**config.mk**
```make
export PLATFORM = sky130hd
export DESIGN_NAME = div_flex_seq
export DESIGN_NICKNAME = d
export VERILOG_FILES = /design/src/rtl/div_flex_seq.sv
export SDC_FILE = /design/constraint.sdc
export NUM_CORES = 1
export LEC_CHECK = 0
export ABC_CLOCK_PERIOD_IN_PS = 4300
export CAP_MARGIN = 20
export CORE_MARGIN = 4
export CORE_UTILIZATION = 50
export DETAILED_ROUTE_END_ITERATION = 8
export GPL_ROUTABILITY_DRIVEN = 0
export PLACE_DENSITY_LB_ADDON = 0.05
export SYNTH_ARGS = -nofsm -noshare
export SYNTH_HDL_FRONTEND = slang
export SYNTH_SLANG_ARGS = --single-unit
```
**constraint.sdc**
```tcl
create_clock -name clk -period 4.3 [get_ports clk]
set_input_delay 0.43 -clock clk [delete_from_list [all_inputs] [get_ports clk]]
set_output_delay 0.43 -clock clk [all_outputs]
set_load 0.02 [all_outputs]
```
**src/rtl/div_flex_seq.sv**
```systemverilog
// div_flex_seq: fixed-latency restoring divider with per-operand signedness and a valid/ready handshake
module div_flex_seq #(
  parameter int A_W = 16,
  parameter int B_W = 8
) (
  input  logic           clk,
  input  logic           reset,
  input  logic           in_valid,
  output logic           in_ready,
  input  logic [A_W-1:0] a,
  input  logic           a_s,
  input  logic [B_W-1:0] b,
  input  logic           b_s,
  output logic           out_valid,
  input  logic           out_ready,
  output logic [A_W-1:0] quo,
  output logic [B_W:0]   rem,
  output logic           div_zero
);
  typedef enum logic [1:0] {IDLE, CALC, SIGN, DONE} state_t;
  localparam int C_W = $clog2(A_W + 2);
  state_t         r_state;
  logic [C_W-1:0] r_cnt;
  logic [A_W-1:0] r_a, r_q;
  logic [B_W-1:0] r_b, r_bm;
  logic [B_W:0]   r_r;
  logic           r_as, r_bs;
  logic           w_an, w_bn, w_bz;
  logic [A_W-1:0] w_am;
  logic [B_W-1:0] w_bm;
  logic [B_W:0]   w_sh;
  logic [B_W+1:0] w_df;
  assign w_an = r_as & r_a[A_W-1];
  assign w_bn = r_bs & r_b[B_W-1];
  assign w_bz = r_b == '0;
  assign w_am = w_an ? -r_a : r_a;
  assign w_bm = w_bn ? -r_b : r_b;
  // the partial remainder stays below |b|, so its top bit is free for the shift
  assign w_sh = {r_r[B_W-1:0], r_q[A_W-1]};
  assign w_df = {1'b0, w_sh} - {2'b0, r_bm};
  always_ff @(posedge clk or posedge reset)
    if (reset) begin
      r_state   <= IDLE;
      r_cnt     <= '0;
      r_a       <= '0;
      r_b       <= '0;
      r_as      <= 1'b0;
      r_bs      <= 1'b0;
      r_q       <= '0;
      r_bm      <= '0;
      r_r       <= '0;
      in_ready  <= 1'b1;
      out_valid <= 1'b0;
      quo       <= '0;
      rem       <= '0;
      div_zero  <= 1'b0;
    end else
      case (r_state)
        IDLE: if (in_valid && in_ready) begin
          r_a      <= a;
          r_as     <= a_s;
          r_b      <= b;
          r_bs     <= b_s;
          r_cnt    <= '0;
          in_ready <= 1'b0;
          r_state  <= CALC;
        end
        CALC: begin
          r_cnt <= r_cnt + C_W'(1);
          // first CALC cycle loads magnitudes; the next A_W cycles each retire one quotient bit
          if (r_cnt == '0) begin
            r_q  <= w_am;
            r_bm <= w_bm;
            r_r  <= '0;
          end else begin
            r_q <= {r_q[A_W-2:0], ~w_df[B_W+1]};
            r_r <= w_df[B_W+1] ? w_sh : w_df[B_W:0];
            if (r_cnt == C_W'(A_W)) r_state <= SIGN;
          end
        end
        SIGN: begin
          div_zero  <= w_bz;
          quo       <= w_bz ? '1 : (w_an ^ w_bn) ? -r_q : r_q;
          rem       <= w_bz ? r_a[B_W:0] : w_an ? -r_r : r_r;
          out_valid <= 1'b1;
          r_state   <= DONE;
        end
        DONE: if (out_ready) begin
          out_valid <= 1'b0;
          in_ready  <= 1'b1;
          r_state   <= IDLE;
        end
        default: r_state <= IDLE;
      endcase
endmodule

```
Word-level counts from Yosys, hierarchy flattened
Cells that the tools add are included.
{"block": "totals", "regBits": 94, "inputBits": 30, "output_inout_bits": 28, "word_cells": 66}
{"block": "classes", "n_addsub": 6, "eq_ne": 8, "muxes": 21, "bitwise_logic": 4, "n_reduce_logical": 13}
{"cell": "two-way mux 16 bit", "count": 4}
{"cell": "two-way mux 9 bit", "count": 4}
{"cell": "negator 16 bit", "count": 2}
{"cell": "one-hot mux 5 bit (2 select lines)", "count": 1}
{"cell": "subtractor 9 x 8 -> 10 bit", "count": 1}
{"cell": "negator 9 bit", "count": 1}
{"cell": "logical NOT 8 bit", "count": 1}
{"cell": "two-way mux 2 bit", "count": 4}
{"cell": "two-way mux 8 bit", "count": 1}
{"cell": "inequality test 2 bit, second input constant", "count": 4}
{"cell": "negator 8 bit", "count": 1}
{"cell": "one-hot mux 2 bit (4 select lines)", "count": 1}
{"cell": "AND reduction 2 bit", "count": 4}
{"cell": "nonzero test 2 bit", "count": 3}
{"cell": "adder 5 x 1 -> 5 bit, second input constant", "count": 1}
{"cell": "== test 5 bit, second input constant", "count": 1}
{"cell": "logical NOT 5 bit", "count": 1}
{"cell": "two-way mux 5 bit", "count": 1}
{"cell": "== test 2 bit, second input constant", "count": 2}
{"cell": "one-hot mux 1 bit (2 select lines)", "count": 2}
{"cell": "AND reduction 4 bit", "count": 1}
{"cell": "two-way mux 1 bit", "count": 3}
{"cell": "AND reduction 3 bit", "count": 1}
{"cell": "bitwise AND 1 bit", "count": 2}
{"cell": "other kinds (5)", "count": 5}

Longest topological paths before layout
Gate-level depths: netlist (run 1).
{"block": "logic_depth", "word_depth": 4, "mapped_depth": 9}

Worst setup path before layout (run 1)
OpenSTA, ideal clock, no wires.
{"block": "synth_timing", "path_kind": "reg-to-reg", "startpoint": "register r_a[6]", "endpoint": "register r_q[14]", "setup_ps": 132, "t_arrival_ps": 2028, "required_ps": 4168, "setup_slack_ps": 2140, "path_stages_with_launch": 6, "cell_sequence": "dfrtp_1 -> or4_4 -> or4_4 -> or4_4 -> mux2i_1 -> o21ai_1"}
{"block": "synth_via", "elab_chain_len": 3}
{"item": "start, declared", "line": "24", "rtl": "logic [A_W-1:0] r_a, r_q;"}
{"item": "start signal, assigned", "line": "45", "rtl": "r_a <= '0;"}
{"item": "start signal, assigned", "line": "60", "rtl": "r_a <= a;"}
{"item": "negator 16 bit", "line": "36", "rtl": "assign w_am = w_an ? -r_a : r_a;"}
{"item": "two-way mux 16 bit", "line": "36"}
{"item": "two-way mux 16 bit", "line": "71", "rtl": "if (r_cnt == '0) begin"}
{"item": "end signal, assigned", "line": "72", "rtl": "r_q <= w_am;"}
{"item": "end signal, assigned", "line": "76", "rtl": "r_q <= {r_q[A_W-2:0], ~w_df[B_W+1]};"}
{"item": "end, declared", "line": "24"}
Every way passes these cells.
A chain may end at the register's enable or synchronous reset.

Worst setup path in the final report (run 1)
Ends and elaborated chain as after synthesis.

==> results.txt, run 1 <==
- Die Y-Extent: 111 um
- Sequential area share after synthesis: 44.6%
- Routed wire length: 12300 um
- CTS tree: done
- Crit end category: flip-flop
* Worst Clk Skew: 9.85 ps
* Flop pwr share: 33.6%
* Via count of the first global-routing pass: 4079
* Critical path's largest stage delay: 580 ps
- The critical path contains buffers and inverters numbering 0 combined.
- Combinational logic is responsible for 53.5% of the overall power.
- Post-route minimum period: 2280 ps
* Clock edge transition at the registers on the reported setup and hold paths: 90 ps
- Most frequent CP cell: sky130_fd_sc_hd__or4_4
- Of the cells placed in the final design, the portion with a size suffix greater than 1 is 10.7%.
- Final ANT Viol Nets: 0
- In this run the static leakage power is 2.69 nW.
- In this run, post-CTS hold repair placed 0 buffers.
- CTS placed an instance of sky130_fd_sc_hd__clkbuf_8 at the clock tree root.
- Peak supply drop: 313 uV
- Net count of the mapped netlist: 600
- Startpoint-to-endpoint class of the critical path: reg -> reg
- Detailed placement HPWL: 9000 um
- For this run, design rule violations remaining after detail routing come to 0.
- Buffers inserted during clock tree synthesis total 9.
* Clock insertion delay at the later pin of the skew report: 370 ps
- For this block, the via count after detailed routing is 4270.
- Overall power consumption after layout is estimated at 0.00511 W.
* # IOs: 58
- Vias per inst: 5.74
- Top flip-flop cell by instance count after synthesis: sky130_fd_sc_hd__dfrtp_1
- In this run, post-CTS repair resized a total of 0 instances.
* Result of the run: completed
* Internal cell power: 0.00286 W
- Global routing consumed, over all layers together, 20.6% of the routing resources.
- Row count: 37
- Clock network power share: 12.9%
- CP max-delay cell: sky130_fd_sc_hd__or4_4
- Layout Nets: 652
* List of cells traversed by the critical path: or4_4 > or4_4 > or4_4 > mux2i_1 > o21ai_1
* Post-detailed-route wirelength per cell: 16.6 um
- Mean area per synthesized cell: 9.58 sq um
- Total of flip-flops plus latches after synthesis: 94
* Area growth, synth to finish: 18.0%
- N_diodes: 0
- Gate count of the mapped netlist: 551
* Net load switching power: 0.00225 W
* Core region area: 10300 sq um
- Data arrives at the worst endpoint at 2510 ps.
- The H-tree generated during clock tree synthesis spans 3 levels.
- WP data required: 4530 ps
- Number of enable flip-flop cells after synthesis: 0
- Among cell families on the critical path, the largest total delay comes from simple AND/OR/NAND/NOR gates.
* HP Class: reg -> reg
- Number of different library cells in the post-synthesis netlist: 52
- Aggregate global routing overflow: 0
* Wire length of the first global-routing pass: 20700 um
- Crit Path Max Fanout: 7
* Proportion of total power due to net switching: 44.0%
- Most common cell in the netlist: sky130_fd_sc_hd__dfrtp_1
* Post-CTS Repair Setup Buffers: 0
- Summed over all instances, the cell type with the most area after synthesis is sky130_fd_sc_hd__dfrtp_1.
- Setup total negative slack on the finished layout was measured at 0 ps.
- Maxcap violations: 0
* Fill cell count: 926
- For this run, the number of Yosys warnings is 0.
- Yosys attributes the largest share of cell area to sky130_fd_sc_hd__dfrtp_1, sky130_fd_sc_hd__mux2_2, sky130_fd_sc_hd__ha_1.
- The first TritonRoute pass finished after 5 iterations.
- Relative slew margins: 50.8%
- Setup repair after global routing missed its margin: false
- Share of the clock period used by the worst path: 52.9%
- The number of hold violations in the final report was 0.
- Antenna violations before repair: 0
* Portion of synthesized cell area occupied by the leading cell type: 44.1%
* Initial DRC Count: 214
* Die Area: 12300 sq um
- Commonest cells in the netlist: sky130_fd_sc_hd__dfrtp_1, sky130_fd_sc_hd__nor2_1, sky130_fd_sc_hd__inv_1
* Total setup violations reported at the end of the flow: 0
- Port buffering added 57 buffers.
* Share of flip-flops with an asynchronous set or reset after synthesis: 100%
- Initial core utilization: 51.1%
- For this design, the sink count on the clock tree is 94.
* Maximum count of clock buffers along a single path: 2
- The count of final max-slew check failures came to 0.
- For this design the ratio of total power to cell area is 820 nW/um^2.
- Type of origin of the critical path: flip-flop
- Highest attainable clock frequency: 439 MHz
* Finished Core Util: 60.3%
- Transition at the pin with the smallest max-transition slack: 727 ps
- Pin count of the biggest net entering global routing: 49
- The die is 111 um wide.
- Summing every instance area after synthesis gives 5280 sq um.
[per-stage QoR]
| step | std cells | hold slack (ps) | cell area [sq um] | setup slack, ps |
|---|---|---|---|---|
| after floorplan | 551 | 450 | 5280 | 1420 |
| after detailed placement | 728 | 476 | 6000 | 2050 |
| after CTS | 744 | 497 | 6230 | 2030 |
| after global routing | 744 | 514 | 6230 | 1810 |
| after global placement | 728 | 467 | 6000 | 2070 |
| final | 744 | 493 | 6230 | 2020 |
[cell type report]
type	count	area (sq um)	share of cell area, %
multi-input combinational	393	2690	43.2
timing repair buffer	66	638	10.2
tap	136	170	2.73
clock inverter	5	82.6	1.33
sequential	94	2350	37.8
inverter	39	148	2.37
clock buffer	11	141	2.27
[layout by cell type (no fill, tap or decap), types with 3 or more instances in the layout]
master	count
sky130_fd_sc_hd__ha_1	18
sky130_fd_sc_hd__o221ai_1	3
sky130_fd_sc_hd__o311ai_0	4
sky130_fd_sc_hd__xnor2_1	21
sky130_fd_sc_hd__buf_4	9
sky130_fd_sc_hd__nand2b_1	4
sky130_fd_sc_hd__xor2_1	22
sky130_fd_sc_hd__a21o_1	9
sky130_fd_sc_hd__or4_4	3
sky130_fd_sc_hd__o21ai_0	28
sky130_fd_sc_hd__o22a_1	13
sky130_fd_sc_hd__o211ai_1	5
sky130_fd_sc_hd__dfrtp_1	93
sky130_fd_sc_hd__nand2_1	32
sky130_fd_sc_hd__nor3_1	15
sky130_fd_sc_hd__nor4_1	3
sky130_fd_sc_hd__a21oi_1	30
sky130_fd_sc_hd__o31ai_1	3
sky130_fd_sc_hd__clkinvlp_4	3
sky130_fd_sc_hd__nor2b_1	3
sky130_fd_sc_hd__a211oi_1	8
sky130_fd_sc_hd__clkdlybuf4s50_1	57
sky130_fd_sc_hd__or3_1	4
sky130_fd_sc_hd__a31oi_1	13
sky130_fd_sc_hd__o41ai_1	4
sky130_fd_sc_hd__inv_1	38
sky130_fd_sc_hd__clkbuf_8	10
sky130_fd_sc_hd__mux2_2	32
sky130_fd_sc_hd__nand4_1	8
sky130_fd_sc_hd__mux2i_1	4
sky130_fd_sc_hd__o22ai_1	7
sky130_fd_sc_hd__nor2_1	60
sky130_fd_sc_hd__nand3_1	12
[state kept, by name, indices dropped and copies added (netlist names)]
register   flops
r_as           1
r_b            8
r_bs           1
in_ready       1
r_q           16
out_valid      1
div_zero       1
r_cnt          5
rem            9
r_state        2
quo           16
r_bm           8
r_r            9
r_a           16
[power groups by stage]
stage | Clock, W | Sequential, W | Combinational, W
2_1_floorplan | 0 | 0.00174 | 0.00189
3_3_place_gp | 0 | 0.00171 | 0.00267
3_5_place_dp | 0 | 0.00173 | 0.00273
4_1_cts | 0.000676 | 0.00171 | 0.00274
5_1_grt | 0.000721 | 0.00178 | 0.00303
6_report | 0.000659 | 0.00171 | 0.00273
[tightest hold or removal path: stages, from the launching register on]
cell	delay, ps
sky130_fd_sc_hd__dfrtp_1	350
sky130_fd_sc_hd__nand2_1	50
sky130_fd_sc_hd__o21ai_0	60
[path summary, 6_finish.rpt]
path / start / end / slack (ps) / depth (start not counted)
worst max-delay path: r_a[6] / r_q[14] / 2020 / 5
worst min-delay path: r_bm[6] / r_bm[6] / 490 / 2
worst max register to register: r_a[6] / r_q[14] / 2020 / 5
worst min register to register: r_bm[6] / r_bm[6] / 490 / 2
max in group asynchronous: reset / rem[6] / 3330 / 3
min in group asynchronous: reset / quo[11] / 550 / 3
[metal layers]
metal / global-route usage [%] / up-vias / part of all wire, %
met5: 0 / - / 0
met4: 4.76 / 0 / 1.2
met3: 4.42 / 13 / 6.5
met2: 31.3 / 142 / 43
met1: 30.4 / 2048 / 49
li1: - / 2067 / -
[cells by family (layout without fill, tap and decap cells)]
group | count (synthesis) | in the layout | share of synthesized area (%)
flip-flops | 94 | 94 | 44.6
AND/OR/NAND/NOR | 154 | 154 | 13.9
AO/OA/AOI/OAI | 141 | 141 | 17.6
XOR/XNOR | 43 | 43 | 7.14
buffers and inverters | 64 | 121 | 4.55
adder cells (fa/ha/maj) | 19 | 19 | 4.65
multiplexers | 36 | 36 | 7.59
Note: power is estimated with default switching activity, not from simulation.
==> run 2, diff against run 1 <==
--- a/config.mk
+++ b/config.mk
@@ -5,7 +5,7 @@
 export SDC_FILE = /design/constraint.sdc
 export NUM_CORES = 1
 export LEC_CHECK = 0
-export ABC_CLOCK_PERIOD_IN_PS = 4300
+export ABC_CLOCK_PERIOD_IN_PS = 2300
 export CAP_MARGIN = 20
 export CORE_MARGIN = 4
 export CORE_UTILIZATION = 50
==> constraint.sdc (replaced) <==
create_clock -name clk -period 2.3 [get_ports clk]
set_input_delay 0.23 -clock clk [delete_from_list [all_inputs] [get_ports clk]]
set_output_delay 0.23 -clock clk [all_outputs]
set_load 0.02 [all_outputs]
==> run 2 against run 1 <==
  * Via count increased by 0.56%
  * Power rose by 87%
  * Routed wire length fell by 1.4%
  * Final area is 1.7% higher
  * Global-route usage decreased by 0.46 points
  * Clock-buffer cell count fell by 1
  * Critical path type unchanged
  * Critical endpoint unchanged
  * Largest cell class unchanged
  * Largest power group unchanged
==> results.txt, run 2 (same netlist as run 1, synthesis figures left out) <==
* Result of the run: completed (unchanged)
- Initial DRC Count: 262 (was 214)
- The height of the die was 111 um (unchanged).
- Share of post-route cells with drive strength above 1: 13.6% (was 10.7%)
- The number of hold violations in the final report was 0 (unchanged).
* Initial core utilization: 51.1% (unchanged)
- The number of clock sinks seen by CTS is 94 (unchanged).
- Share of the clock period used by the worst path: 94.7% (was 52.9%)
- The TritonCTS clock tree is done (unchanged).
* Antenna violations before repair: 0 (unchanged)
* Maximum count of clock buffers along a single path: 2 (unchanged)
- Layout Nets: 670 (was 652)
- The number of hold-repair buffers added at the cts stage is 0 (unchanged).
- The overall power of the completed layout was 0.00956 W (was 0.00511 W).
* Flop-to-flop setup slack: 120 ps (was 2020 ps)
- Startpoint-to-endpoint class of the critical path: reg -> reg (unchanged)
- The number of cells upsized or downsized after cts is 0 (unchanged).
- Top library cells by usage in the layout, fill and taps aside: sky130_fd_sc_hd__dfrtp_1, sky130_fd_sc_hd__nor2_1, sky130_fd_sc_hd__clkdlybuf4s50_1 (unchanged).
- The number of max-cap violations is 0 (unchanged).
* Clock insertion delay at the later pin of the skew report: 360 ps (was 370 ps)
- Wire length of the first global-routing pass: 20300 um (was 20700 um)
* Detailed placement HPWL: 9100 um (was 9000 um)
- The maximum number of pins on one net before global-route repair was 95 (was 49).
- The post-CTS clock slew at the launch and capture registers of the worst setup and hold paths was 90 ps (about the same).
- Critical register-to-register path startpoint: r_a[6] (unchanged)
- The setup TNS after final layout came to 0 ps (unchanged).
- Registers with the most flip-flops: quo: 16 flops, r_a: 16 flops, r_q: 16 flops (unchanged)
* N_diodes: 0 (unchanged)
- Routed vias: 4294 (was 4270)
* Worst Clk Skew: 11.7 ps (was 9.85 ps)
- Final-report max-slew violation count: 0 (unchanged)
* Power density normalized to cell area: 1510 nW/um^2 (was 820 nW/um^2)
- Post-detailed-route wirelength per cell: 16.0 um (was 16.6 um)
- The launching element type of the critical path is a flip-flop (unchanged).
- The actual transition at the worst max-transition pin was 597 ps (was 727 ps).
* Initial DRT Pass Iterations: 4 (was 5)
- Crit Path Max Fanout: 4 (was 7)
* Aggregate global routing overflow: 0 (unchanged)
- Critical R2R Capture: r_q[14] (unchanged)
* Crit end category: flip-flop (unchanged)
- The via count of the first global-routing pass was 4089 (was 4079).
* Setup repair after global routing missed its margin: false (unchanged)
- Number of design rule violations left after detail routing: 0 (unchanged)
- The combinational share of power is 57.0% (was 53.5%).
- Total setup violations reported at the end of the flow: 0 (unchanged)
* Flop pwr share: 32.6% (was 33.6%)
- Die Area: 12300 sq um (unchanged)
* # IOs: 58 (unchanged)
- Final ANT Viol Nets: 0 (unchanged)
- The highest clock rate is 459 MHz (was 439 MHz).
* Core region area: 10300 sq um (unchanged)
- The total number of H-tree levels was 3 (unchanged).
- Net load switching power: 0.00424 W (was 0.00225 W)
* Area growth, synth to finish: 20.0% (was 18.0%)
- Buffers on Ports: 57 (unchanged)
- The post-CTS setup-driven buffer insertion count was 0 (unchanged).
* Crit path DAT: 2420 ps (was 2510 ps)
- The worst endpoint required time is 2540 ps (was 4530 ps).
- Leak Pwr: 2.76 nW (was 2.69 nW)
- Proportion of total power due to net switching: 44.4% (was 44.0%)
* HP Class: in -> async (was reg -> reg)
- The total length of routed wires was 12200 um (was 12300 um).
* Most common cell after layout, fill and taps aside: sky130_fd_sc_hd__dfrtp_1 (unchanged)
- The global-route usage over all layers was 20.2% (was 20.6%).
* Relative slew margins: 59.9% (was 50.8%)
* Clock network power share: 10.4% (was 12.9%)
- Row count: 37 (unchanged)
* Vias per inst: 5.64 (was 5.74)
- The number of buffers added by the clock tree synthesis step was 9 (unchanged).
- R2R depth: 5 (unchanged)
- CP startpoint: r_a[6] (unchanged)
- Internal cell power: 0.00531 W (was 0.00286 W)
- The time the worst path needs with I/O delays and setup was 2180 ps (was 2280 ps).
* Die X-Extent: 111 um (unchanged)
- Root buffer selected by CTS: sky130_fd_sc_hd__clkbuf_8 (unchanged)
- Peak supply drop: 557 uV (was 313 uV)
-- run 2: area by class of cell --
cell class                      instances  area [sq um]
Clock buffer                           10           138
Clock inverter                          6          37.5
Fill cell                             923          3990
Inverter                               39           150
Multi-Input combinational cell        393          2700
Sequential cell                        94          2350
Tap cell                              136           170
Timing Repair Buffer                   84           786
-- run 2: through the flow --
stage	area [sq um]	hold slack (ps)	utilization, %	setup WS [ps]	cells
after floorplan	5280	339	-	140	551
after global placement	6150	465	59.6	179	746
after detailed placement	6150	475	59.6	140	746
after CTS	6330	370	61.3	128	762
after global routing	6330	400	61.3	37.5	762
final	6330	338	61.3	122	762
-- run 2: metal layers --
metal,vias to the layer above,part of all wire [%],global-route usage (%)
li1,2103,-,-
met1,2048,48,29.3
met2,131,44,30.8
met3,12,6.0,3.28
met4,0,1.5,6.73
met5,-,0,0
-- run 2: power by group through the flow --
stage	clock (W)	sequential, W	combinational (W)
floorplan	0	0.00324	0.00353
global placement	0	0.00310	0.00533
detailed placement	0	0.00314	0.00543
CTS	0.00103	0.00311	0.00544
global route	0.00110	0.00322	0.00603
finish	0.000997	0.00312	0.00544
-- run 2: critical path, cell delays in order, from the launching register on --
cell                      delay, ps
sky130_fd_sc_hd__dfrtp_1        390
sky130_fd_sc_hd__or4_4          570
sky130_fd_sc_hd__or4_4          440
sky130_fd_sc_hd__or4_4          430
sky130_fd_sc_hd__mux2i_1        160
sky130_fd_sc_hd__o21ai_1         80
-- run 2: how the worst max path moves through the flow --
stage / cells after the start / end
after detailed placement: 5 / r_q[14]
after global placement: 5 / r_q[14]
after floorplan: 5 / r_q[14]
final: 5 / r_q[14]
after global routing: 9 / r_r[4]
after CTS: 5 / r_q[14]
